$ cat src/rtl/mat_rd_port_arbiter_if.sv
// Request-side and storage-side signals of the matrix read-port arbiter.
// slave is the arbiter's view; master is the view of the units and storage around it.
interface mat_rd_port_arbiter_if #(
    parameter int NUM_REQ    = 4,
    parameter int DIM_WIDTH  = 3,
    parameter int DATA_WIDTH = 8,
    parameter int IDX_W      = $clog2(NUM_REQ)
);
    logic [NUM_REQ-1:0]           req_rd_en;
    logic [NUM_REQ-1:0]           req_slot_idx;
    logic [NUM_REQ*DIM_WIDTH-1:0] req_row_idx;
    logic [NUM_REQ*DIM_WIDTH-1:0] req_col_idx;
    logic [DATA_WIDTH-1:0]        req_elem;
    logic [NUM_REQ-1:0]           req_elem_valid;
    logic [NUM_REQ-1:0]           req_timeout;
    logic [NUM_REQ-1:0]           req_overrun;
    logic [NUM_REQ-1:0]           req_pending;
    logic                         mem_rd_en;
    logic                         mem_slot_idx;
    logic [DIM_WIDTH-1:0]         mem_row_idx;
    logic [DIM_WIDTH-1:0]         mem_col_idx;
    logic [DATA_WIDTH-1:0]        mem_rd_elem;
    logic                         mem_rd_elem_valid;
    logic [IDX_W-1:0]             grant_idx;
    logic                         busy;

    modport slave (
        input  req_rd_en, req_slot_idx, req_row_idx, req_col_idx,
               mem_rd_elem, mem_rd_elem_valid,
        output req_elem, req_elem_valid, req_timeout, req_overrun, req_pending,
               mem_rd_en, mem_slot_idx, mem_row_idx, mem_col_idx, grant_idx, busy
    );

    modport master (
        output req_rd_en, req_slot_idx, req_row_idx, req_col_idx,
               mem_rd_elem, mem_rd_elem_valid,
        input  req_elem, req_elem_valid, req_timeout, req_overrun, req_pending,
               mem_rd_en, mem_slot_idx, mem_row_idx, mem_col_idx, grant_idx, busy
    );
endinterface

$ cat src/rtl/mat_rd_port_arbiter.sv
// Round-robin arbiter sharing one matrix-storage read port among NUM_REQ units,
// with per-requester pending slots and a watchdog that retires unanswered reads.
module mat_rd_port_arbiter #(
    parameter int NUM_REQ        = 4,
    parameter int DIM_WIDTH      = 3,
    parameter int DATA_WIDTH     = 8,
    parameter int TIMEOUT_CYCLES = 16
) (
    input  logic                 clk,
    input  logic                 rst,
    mat_rd_port_arbiter_if.slave bus
);
    localparam int IDX_W = $clog2(NUM_REQ);
    localparam int TMR_W = $clog2(TIMEOUT_CYCLES);

    typedef enum logic [1:0] {IDLE, ISSUE, WAIT} state_e;

    state_e                              state_q, state_d;
    logic [NUM_REQ-1:0]                  pend_q, pend_d;
    logic [NUM_REQ-1:0]                  slot_q, slot_d;
    logic [NUM_REQ-1:0][DIM_WIDTH-1:0]   row_q, row_d;
    logic [NUM_REQ-1:0][DIM_WIDTH-1:0]   col_q, col_d;
    logic [IDX_W-1:0]                    grant_q, grant_d;
    logic [IDX_W-1:0]                    last_q, last_d;
    logic [TMR_W-1:0]                    timer_q, timer_d;
    logic [DATA_WIDTH-1:0]               elem_q, elem_d;
    logic [NUM_REQ-1:0]                  evld_q, evld_d;
    logic [NUM_REQ-1:0]                  tout_q, tout_d;
    logic [NUM_REQ-1:0]                  ovr_q, ovr_d;
    logic                                mrd_q, mrd_d;
    logic                                mslot_q, mslot_d;
    logic [DIM_WIDTH-1:0]                mrow_q, mrow_d;
    logic [DIM_WIDTH-1:0]                mcol_q, mcol_d;
    logic [NUM_REQ-1:0]                  clr;
    logic [IDX_W-1:0]                    win;
    logic                                found;

    // Rotating priority: first pending requester after the last one retired.
    always_comb begin
        win   = last_q;
        found = 1'b0;
        for (int k = 1; k <= NUM_REQ; k++) begin
            if (!found && pend_q[(int'(last_q) + k) % NUM_REQ]) begin
                found = 1'b1;
                win   = IDX_W'((int'(last_q) + k) % NUM_REQ);
            end
        end
    end

    always_comb begin
        state_d = state_q;
        slot_d  = slot_q;
        row_d   = row_q;
        col_d   = col_q;
        grant_d = grant_q;
        last_d  = last_q;
        timer_d = timer_q;
        elem_d  = elem_q;
        mrd_d   = 1'b0;
        mslot_d = mslot_q;
        mrow_d  = mrow_q;
        mcol_d  = mcol_q;
        evld_d  = '0;
        tout_d  = '0;
        ovr_d   = '0;
        clr     = '0;

        case (state_q)
            IDLE: begin
                if (found) begin
                    grant_d = win;
                    mrd_d   = 1'b1;
                    mslot_d = slot_q[win];
                    mrow_d  = row_q[win];
                    mcol_d  = col_q[win];
                    state_d = ISSUE;
                end
            end
            ISSUE: begin
                timer_d = '0;
                state_d = WAIT;
            end
            WAIT: begin
                if (bus.mem_rd_elem_valid) begin
                    elem_d          = bus.mem_rd_elem;
                    evld_d[grant_q] = 1'b1;
                    clr[grant_q]    = 1'b1;
                    last_d          = grant_q;
                    state_d         = IDLE;
                end else if (timer_q == TMR_W'(TIMEOUT_CYCLES - 1)) begin
                    tout_d[grant_q] = 1'b1;
                    clr[grant_q]    = 1'b1;
                    last_d          = grant_q;
                    state_d         = IDLE;
                end else begin
                    timer_d = timer_q + 1'b1;
                end
            end
            default: state_d = IDLE;
        endcase

        // A slot retired this cycle is free again, so a new pulse on it is accepted.
        pend_d = pend_q & ~clr;
        for (int i = 0; i < NUM_REQ; i++) begin
            if (bus.req_rd_en[i]) begin
                if (pend_d[i]) begin
                    ovr_d[i] = 1'b1;
                end else begin
                    pend_d[i] = 1'b1;
                    slot_d[i] = bus.req_slot_idx[i];
                    row_d[i]  = bus.req_row_idx[i*DIM_WIDTH +: DIM_WIDTH];
                    col_d[i]  = bus.req_col_idx[i*DIM_WIDTH +: DIM_WIDTH];
                end
            end
        end
    end

    always_ff @(posedge clk or posedge rst) begin
        if (rst) begin
            state_q <= IDLE;
            pend_q  <= '0;
            slot_q  <= '0;
            row_q   <= '0;
            col_q   <= '0;
            grant_q <= '0;
            last_q  <= IDX_W'(NUM_REQ - 1);
            timer_q <= '0;
            elem_q  <= '0;
            evld_q  <= '0;
            tout_q  <= '0;
            ovr_q   <= '0;
            mrd_q   <= 1'b0;
            mslot_q <= 1'b0;
            mrow_q  <= '0;
            mcol_q  <= '0;
        end else begin
            state_q <= state_d;
            pend_q  <= pend_d;
            slot_q  <= slot_d;
            row_q   <= row_d;
            col_q   <= col_d;
            grant_q <= grant_d;
            last_q  <= last_d;
            timer_q <= timer_d;
            elem_q  <= elem_d;
            evld_q  <= evld_d;
            tout_q  <= tout_d;
            ovr_q   <= ovr_d;
            mrd_q   <= mrd_d;
            mslot_q <= mslot_d;
            mrow_q  <= mrow_d;
            mcol_q  <= mcol_d;
        end
    end

    assign bus.req_elem       = elem_q;
    assign bus.req_elem_valid = evld_q;
    assign bus.req_timeout    = tout_q;
    assign bus.req_overrun    = ovr_q;
    assign bus.req_pending    = pend_q;
    assign bus.mem_rd_en      = mrd_q;
    assign bus.mem_slot_idx   = mslot_q;
    assign bus.mem_row_idx    = mrow_q;
    assign bus.mem_col_idx    = mcol_q;
    assign bus.grant_idx      = grant_q;
    assign bus.busy           = (state_q != IDLE) || (|pend_q);
endmodule

$ cat src/flat_wrapper.sv
// flat-port wrapper written by rule: the top's interface ports become plain ports
module mat_rd_port_arbiter_flat 
#(
    parameter int NUM_REQ        = 4,
    parameter int DIM_WIDTH      = 3,
    parameter int DATA_WIDTH     = 8,
    parameter int TIMEOUT_CYCLES = 16
)
  (clk, rst, bus_req_rd_en, bus_req_slot_idx, bus_req_row_idx, bus_req_col_idx, bus_mem_rd_elem, bus_mem_rd_elem_valid, bus_req_elem, bus_req_elem_valid, bus_req_timeout, bus_req_overrun, bus_req_pending, bus_mem_rd_en, bus_mem_slot_idx, bus_mem_row_idx, bus_mem_col_idx, bus_grant_idx, bus_busy);
  mat_rd_port_arbiter_if #(.NUM_REQ(NUM_REQ), .DIM_WIDTH(DIM_WIDTH), .DATA_WIDTH(DATA_WIDTH)) bus_i ();
  input  logic clk;
  input  logic rst;
  input wire logic [$bits(bus_i.req_rd_en)-1:0] bus_req_rd_en;
  input wire logic [$bits(bus_i.req_slot_idx)-1:0] bus_req_slot_idx;
  input wire logic [$bits(bus_i.req_row_idx)-1:0] bus_req_row_idx;
  input wire logic [$bits(bus_i.req_col_idx)-1:0] bus_req_col_idx;
  input wire logic [$bits(bus_i.mem_rd_elem)-1:0] bus_mem_rd_elem;
  input wire logic [$bits(bus_i.mem_rd_elem_valid)-1:0] bus_mem_rd_elem_valid;
  output wire logic [$bits(bus_i.req_elem)-1:0] bus_req_elem;
  output wire logic [$bits(bus_i.req_elem_valid)-1:0] bus_req_elem_valid;
  output wire logic [$bits(bus_i.req_timeout)-1:0] bus_req_timeout;
  output wire logic [$bits(bus_i.req_overrun)-1:0] bus_req_overrun;
  output wire logic [$bits(bus_i.req_pending)-1:0] bus_req_pending;
  output wire logic [$bits(bus_i.mem_rd_en)-1:0] bus_mem_rd_en;
  output wire logic [$bits(bus_i.mem_slot_idx)-1:0] bus_mem_slot_idx;
  output wire logic [$bits(bus_i.mem_row_idx)-1:0] bus_mem_row_idx;
  output wire logic [$bits(bus_i.mem_col_idx)-1:0] bus_mem_col_idx;
  output wire logic [$bits(bus_i.grant_idx)-1:0] bus_grant_idx;
  output wire logic [$bits(bus_i.busy)-1:0] bus_busy;
  assign bus_i.req_rd_en = bus_req_rd_en;
  assign bus_i.req_slot_idx = bus_req_slot_idx;
  assign bus_i.req_row_idx = bus_req_row_idx;
  assign bus_i.req_col_idx = bus_req_col_idx;
  assign bus_i.mem_rd_elem = bus_mem_rd_elem;
  assign bus_i.mem_rd_elem_valid = bus_mem_rd_elem_valid;
  assign bus_req_elem = bus_i.req_elem;
  assign bus_req_elem_valid = bus_i.req_elem_valid;
  assign bus_req_timeout = bus_i.req_timeout;
  assign bus_req_overrun = bus_i.req_overrun;
  assign bus_req_pending = bus_i.req_pending;
  assign bus_mem_rd_en = bus_i.mem_rd_en;
  assign bus_mem_slot_idx = bus_i.mem_slot_idx;
  assign bus_mem_row_idx = bus_i.mem_row_idx;
  assign bus_mem_col_idx = bus_i.mem_col_idx;
  assign bus_grant_idx = bus_i.grant_idx;
  assign bus_busy = bus_i.busy;
  mat_rd_port_arbiter #(.NUM_REQ(NUM_REQ), .DIM_WIDTH(DIM_WIDTH), .DATA_WIDTH(DATA_WIDTH), .TIMEOUT_CYCLES(TIMEOUT_CYCLES)) u_core (.clk(clk), .rst(rst), .bus(bus_i));
endmodule
$ cat config.mk
export PLATFORM = sky130hd
export DESIGN_NAME = mat_rd_port_arbiter_flat
export DESIGN_NICKNAME = d
export VERILOG_FILES = /design/src/rtl/mat_rd_port_arbiter_if.sv /design/src/rtl/mat_rd_port_arbiter.sv /design/src/flat_wrapper.sv
export SDC_FILE = /design/constraint.sdc
export NUM_CORES = 1
export LEC_CHECK = 0
export ABC_AREA = 0
export BUFFER_PORTS_ARGS = -buffer_cell sky130_fd_sc_hd__buf_2
export CORE_MARGIN = 3
export CORE_UTILIZATION = 40
export DETAILED_ROUTE_END_ITERATION = 8
export SETUP_SLACK_MARGIN = 0.1
export SLEW_MARGIN = 20
export SYNTH_ARGS = -nofsm -noshare
export SYNTH_HDL_FRONTEND = slang
export SYNTH_SLANG_ARGS = --single-unit
$ cat constraint.sdc
create_clock -name clk -period 2.7 [get_ports clk]
set_input_delay 0.135 -clock clk [delete_from_list [all_inputs] [get_ports clk]]
set_output_delay 0.135 -clock clk [all_outputs]
set_load 0.03 [all_outputs]
* Yosys cells after proc, flatten, opt, wreduce, memory -nomap -nowiden
Index checks and enable logic that the tools add are counted.
Word-level totals: logic and storage cells 138, flip-flop bits (word level) 70, output and inout bits 35
Operators by class: reduce and logical (&&, ||, !) cells 26, bitwise gates (word level) 10, equality and inequality tests 7, $lt $le $gt $ge 7, add/sub/neg operators 5, mux-type cells 58
Operators by type and width (count):
- two-way mux 4 bit | 9
- two-way mux 1 bit | 28
- two-way mux 2 bit | 9
- less-than comparator 3 x 4 -> 1 bit, second input constant | 4
- AND reduction 2 bit | 8
- binary-select mux 3 bit (select 2 bit) | 2
- binary-select mux 1 bit (select 2 bit) | 5
- case mux 4 bit (2 select lines) | 1
- OR reduction 2 bit | 4
- less-than comparator 2 x 3 -> 1 bit, second input constant | 2
- two-way mux 3 bit | 2
- case mux 2 bit (3 select lines) | 1
- nonzero test 2 bit | 3
- adder 2 x 1 -> 2 bit, second input constant | 2
- adder 2 bit, second input constant | 2
- adder 4 x 1 -> 4 bit, second input constant | 1
- AND 1 bit, first input constant | 4
- AND 4 bit | 1
- equality test 4 bit, second input constant | 1
- logical AND 1 bit | 4
- != test 2 bit, second input constant | 2
- inverter 1 bit | 4
- inverter 4 bit | 1
- OR reduction 4 bit | 1
- 10 further kinds | 12

* Logic depth before layout (Yosys ltp)
depth after elaboration 18, mapped depth 6, mapped depth without buffers 6

* Least setup slack after synthesis
Ideal clock, no wire load.
path type register to register, from register u_core.timer_q[0], to register u_core.col_q[10] (netlist name), library setup time 0.125 ns, data arrival time 1.854 ns, cell stages (with the launch flop) 7, path slack 0.721 ns, cells stage by stage dfrtp_1 > ha_1 > and3_1 > o21ai_1 > o21ai_0 > nand2_1 > mux2_2
On the way: cells in the longest elaborated chain, start to end 8
RTL lines:
- from (decl) | line mat_rd_port_arbiter.sv:25 | logic [TMR_W-1:0] timer_q, timer_d;
- from (signal assigned) | line mat_rd_port_arbiter.sv:144 | timer_q <= timer_d;
- equality test 4 bit | line mat_rd_port_arbiter.sv:90 | end else if (timer_q == TMR_W'(TIMEOUT_CYCLES - 1)) begin
- two-way mux 4 bit | line mat_rd_port_arbiter.sv:90
- two-way mux 4 bit | line mat_rd_port_arbiter.sv:84 | if (bus.mem_rd_elem_valid) begin
- two-way mux 4 bit | line mat_rd_port_arbiter.sv:68 | case (state_q)
- inverter 4 bit | line mat_rd_port_arbiter.sv:103 | pend_d = pend_q & ~clr;
- AND 4 bit | line mat_rd_port_arbiter.sv:103
- inverter 1 bit (no source line)
- AND reduction 2 bit (no source line)
- to (signal assigned) | line mat_rd_port_arbiter.sv:141 | col_q <= col_d;
- to (decl) | line mat_rd_port_arbiter.sv:22 | logic [NUM_REQ-1:0][DIM_WIDTH-1:0] col_q, col_d;
Every way passes these cells. A chain may end at the register's enable or synchronous reset.

* Worst setup path in the final report
from register u_core.timer_q[0], to register u_core.row_q[7] (netlist name)
On the way: cells in the longest elaborated chain, start to end 8
RTL lines:
- equality test 4 bit | line mat_rd_port_arbiter.sv:90
- two-way mux 4 bit | line mat_rd_port_arbiter.sv:90
- two-way mux 4 bit | line mat_rd_port_arbiter.sv:84
- two-way mux 4 bit | line mat_rd_port_arbiter.sv:68
- inverter 4 bit | line mat_rd_port_arbiter.sv:103
- AND 4 bit | line mat_rd_port_arbiter.sv:103
- inverter 1 bit (no source line)
- AND reduction 2 bit (no source line)
- to (signal assigned) | line mat_rd_port_arbiter.sv:140 | row_q <= row_d;
- to (decl) | line mat_rd_port_arbiter.sv:21 | logic [NUM_REQ-1:0][DIM_WIDTH-1:0] row_q, row_d;
Every way passes these cells.

==> impl_summary.log <==
INFO  metric rsz_0062_raised_after_global_routing = false
INFO  metric pwr_density_cell = 1160 nW/um2
INFO  metric hpwl = around 4.5 mm
INFO  metric holdBufCountCts = 3
INFO  metric cp-start-kind = flop
INFO  metric vdd.ir_drop.worst = a little under 600 uV
INFO  metric finalSetupViolCount = 0
INFO  metric grtUsageTotal = about 16%
INFO  metric clock_skew = approximately 0.0090 ns
INFO  metric drc = 0
INFO  metric route.detailed.vias_per_inst = just under 5
INFO  metric finalSetupTns = 0 ns
INFO  metric timing_worst_setup_path_type = reg -> reg
INFO  metric totalWireLength = around 6.0 mm
INFO  metric path_cells = ha_1 -> and3_1 -> o21ai_1 -> o21ai_0 -> nand2_1 -> mux2_2
INFO  metric cts_buffers = 9
INFO  metric leakage = approximately 0.0018 uW
INFO  metric longest_clk_path_bufs = 2
INFO  metric area_growth = 27.2%
INFO  metric clock_tree_from_tritoncts = done
INFO  metric core.rowCount = 30
INFO  metric timing.fmax = around 0.44 GHz
INFO  metric floorplan.die_area = approximately 8000 um2
INFO  metric comb_power_share = a little over a third
INFO  metric post_synth_instance_area = between 2000 and 3000 um2
INFO  metric power_frac_seq = about 41%
INFO  metric initial_core_util = 41.6%
INFO  metric clk_pin_slew = approximately 0.08 ns
INFO  metric switching_power = 1500 uW
INFO  metric synth.yosys.seq_area_share = 61.4%
INFO  metric floorplan.die.width = ~91 um
INFO  metric drt_first_pass_iters = 4
INFO  metric critPathCaptureType = flop
INFO  metric internal_power = around 2700 uW
INFO  metric io_pins = just under 80
INFO  metric clock_tree.htree_level_count = 3
INFO  metric path_buf_inv = 0
INFO  metric core_region_area = 6870 um2
INFO  metric vias_in_the_first_global_route = ~2100
INFO  metric cpLargestDelayFamily = compound AO/OA/AOI/OAI gates
INFO  metric grt_overflow = 0
INFO  metric die_span_in_y = 90.5 um
INFO  metric grt_max_degree = 28
INFO  metric hold_path_class = in -> reg
INFO  metric grt_pass1_wl = just over 10 mm
INFO  metric final_max_slew_viol_count = 0
INFO  metric post_route_cells_drive_above_1_share = around 44%
INFO  metric fin_crit = ~2.3 ns
INFO  metric finalHoldWorstSlack = 0.0149 ns
INFO  metric synthesized_netlist_net_count = ~260
INFO  metric portion_of_the_clock_cycle_consumed_by_the_worst_path_in_the_final_layout = between 80% and 90%
INFO  metric finalHoldViolCount = 0
INFO  metric cts_resized = 0
INFO  metric maxCapViolCount = 0
INFO  metric yosysWarnings = 0
INFO  metric tightest_slew = 0.481 ns
INFO  metric result_of_the_run = completed
INFO  metric cts.sinks = 70
INFO  metric via_count = 1994
INFO  metric grt_antenna_before_repair = 0
INFO  metric diodes = 0
INFO  metric clock_insertion_delay_at_the_later_pin_of_the_skew_report = 0.34 ns
INFO  metric power.share.switching = between 30 and 40%
INFO  metric io_buffers = 77
INFO  metric crit_path_max_incr_delay = 0.41 ns
INFO  metric detail-route-antenna-nets = 0
INFO  metric drtIter0Drc = approximately 110
INFO  metric finalNetCount = 354
INFO  metric clock_power_share = around 23%
INFO  metric maxSlewHeadroom = 67.6%
INFO  metric post-cts-setup-buffer-count = 0
INFO  metric crit_required = roughly 2.9 ns
INFO  metric drt-wirelength-per-cell = around 15 um
INFO  metric synth.ff_latch_count = 70
INFO  metric critical-path-slowest-cell = dfrtp_1
INFO  metric ctsRootBufferMaster = clkbuf_8
INFO  metric worst-path-max-fanout = 7
INFO  metric cp.arrival = between 2 and 3 ns
INFO  metric synthesis.instances = between 200 and 250
INFO  metric fillerInstances = approximately 620
INFO  metric gp_congestion = between 0.8 and 0.9
INFO  metric syn_area_per_cell = around 13 um2
INFO  metric synth_cell_type_count = 31
==> placed cells by master (no fill, tap or decap), types with 3 or more instances in the layout <==
| cell type | n |
|---|---|
| buf_2 | 77 |
| dfrtp_1 | 68 |
| mux2_2 | 38 |
| nand2_1 | 23 |
| mux2i_1 | 15 |
| inv_1 | 13 |
| clkbuf_8 | 12 |
| nor2_1 | 11 |
| o221ai_1 | 7 |
| nand2b_1 | 5 |
| nor3_1 | 4 |
| o21ai_0 | 4 |
| buf_4 | 4 |
| a21oi_1 | 3 |
| dlygate4sd3_1 | 3 |
==> Yosys cell counts <==
cell type   n  share of area (%)
a21oi_1     3               0.53
a221oi_1    1               0.31
a221oi_4    1               0.92
a22o_1      2               0.61
a31oi_1     2               0.44
and3_1      1               0.22
and3b_1     1               0.31
buf_8       1               0.53
clkbuf_1    2               0.26
dfrtp_1    68                 60
dfstp_2     2                1.8
ha_1        1               0.44
inv_1      14                1.8
mux2_2     38                 15
mux2_4      1               0.53
mux2i_1    15                5.3
nand2_1    23                3.0
nand2_2     1               0.22
nand2b_1    5                1.1
nand3_1     2               0.35
nor2_1     11                1.4
nor2b_1     1               0.22
nor3_1      4               0.70
nor4_1      2               0.44
o21ai_0     4               0.70
o21ai_1     1               0.17
o221ai_1    7                2.1
o22ai_1     1               0.22
o31ai_1     1               0.26
or3_1       1               0.22
xnor2_1     1               0.31
==> worst register-to-register path: stages (launching register included) <==
cell	delay (ns)
dfrtp_1	0.41
ha_1	0.23
and3_1	0.22
o21ai_1	0.38
o21ai_0	0.24
nand2_1	0.32
mux2_2	0.38
==> path summary, 6_finish.rpt <==
path	depth (start not counted)	slack [ns]	startpoint	endpoint
worst max-delay path	6	0.42	u_core.timer_q[0]	u_core.row_q[7]
worst min-delay path	3	0.01	bus_req_rd_en[0]	u_core.bus.req_pending[0]
worst max register to register	6	0.42	u_core.timer_q[0]	u_core.row_q[7]
worst min register to register	2	0.49	u_core.bus.mem_row_idx[0]	u_core.bus.mem_row_idx[0]
max in group asynchronous	4	1.59	rst	u_core.last_q[1]
min in group asynchronous	3	0.34	rst	u_core.col_q[6]
==> stage by stage <==
step                setup WS, ns  utilization, %  total power [uW]  cells  instance area (um2)
floorplan                  0.721               -              2850    218                 2860
global placement           0.478            49.1              3240    392                 3370
detailed placement         0.420            49.1              3280    392                 3370
CTS                        0.391            52.9              4270    411                 3640
global route               0.159            52.9              4480    411                 3640
finish                     0.423            52.9              4220    411                 3640
==> final cells by class <==
class / count / area (um2) / area share, %
sequential: 70 / 1750 / 48.2
multi-input combinational: 131 / 1030 / 28.3
timing repair buffer: 84 / 445 / 12.3
clock buffer: 13 / 169 / 4.65
tap: 96 / 120 / 3.30
clock inverter: 3 / 65.1 / 1.79
inverter: 14 / 52.6 / 1.45
==> registers in the layout (all words and copies together) (netlist names) <==
register,cells
u_core.bus.grant_idx,2
u_core.bus.mem_col_idx,3
u_core.bus.mem_rd_en,1
u_core.bus.mem_row_idx,3
u_core.bus.mem_slot_idx,1
u_core.bus.req_elem,8
u_core.bus.req_elem_valid,4
u_core.bus.req_overrun,4
u_core.bus.req_pending,4
u_core.bus.req_timeout,4
u_core.col_q,12
u_core.last_q,2
u_core.row_q,12
u_core.slot_q,4
u_core.state_q,2
u_core.timer_q,4
==> power by group through the flow <==
stage | Combinational, uW | Sequential (uW) | Clock [uW]
detailed placement | 1530 | 1750 | 0
global route | 1660 | 1780 | 1040
floorplan | 865 | 1980 | 0
CTS | 1540 | 1730 | 998
finish | 1520 | 1720 | 974
global placement | 1500 | 1740 | 0
==> layer usage <==
metal	GRT usage, %	share of wire [%]	vias to the layer above
li1	-	-	948
met1	21.1	46	985
met2	24.5	47	52
met3	3.92	4.6	9
met4	6.89	1.9	0
met5	0	0	-
==> logic make-up (layout without fill, tap and decap cells) <==
logic type               after synthesis  count (layout)  share of synthesized area [%]
flip-flops                            70              70                           61.4
multiplexers                          54              54                           20.7
AND/OR/NAND/NOR                       52              52                           8.23
AO/OA/AOI/OAI                         23              23                           6.30
buffers and inverters                 17             114                           2.63
adder cells (fa/ha/maj)                1               1                          0.438
XOR/XNOR                               1               1                          0.306
Note: power is estimated with default switching activity, not from simulation.
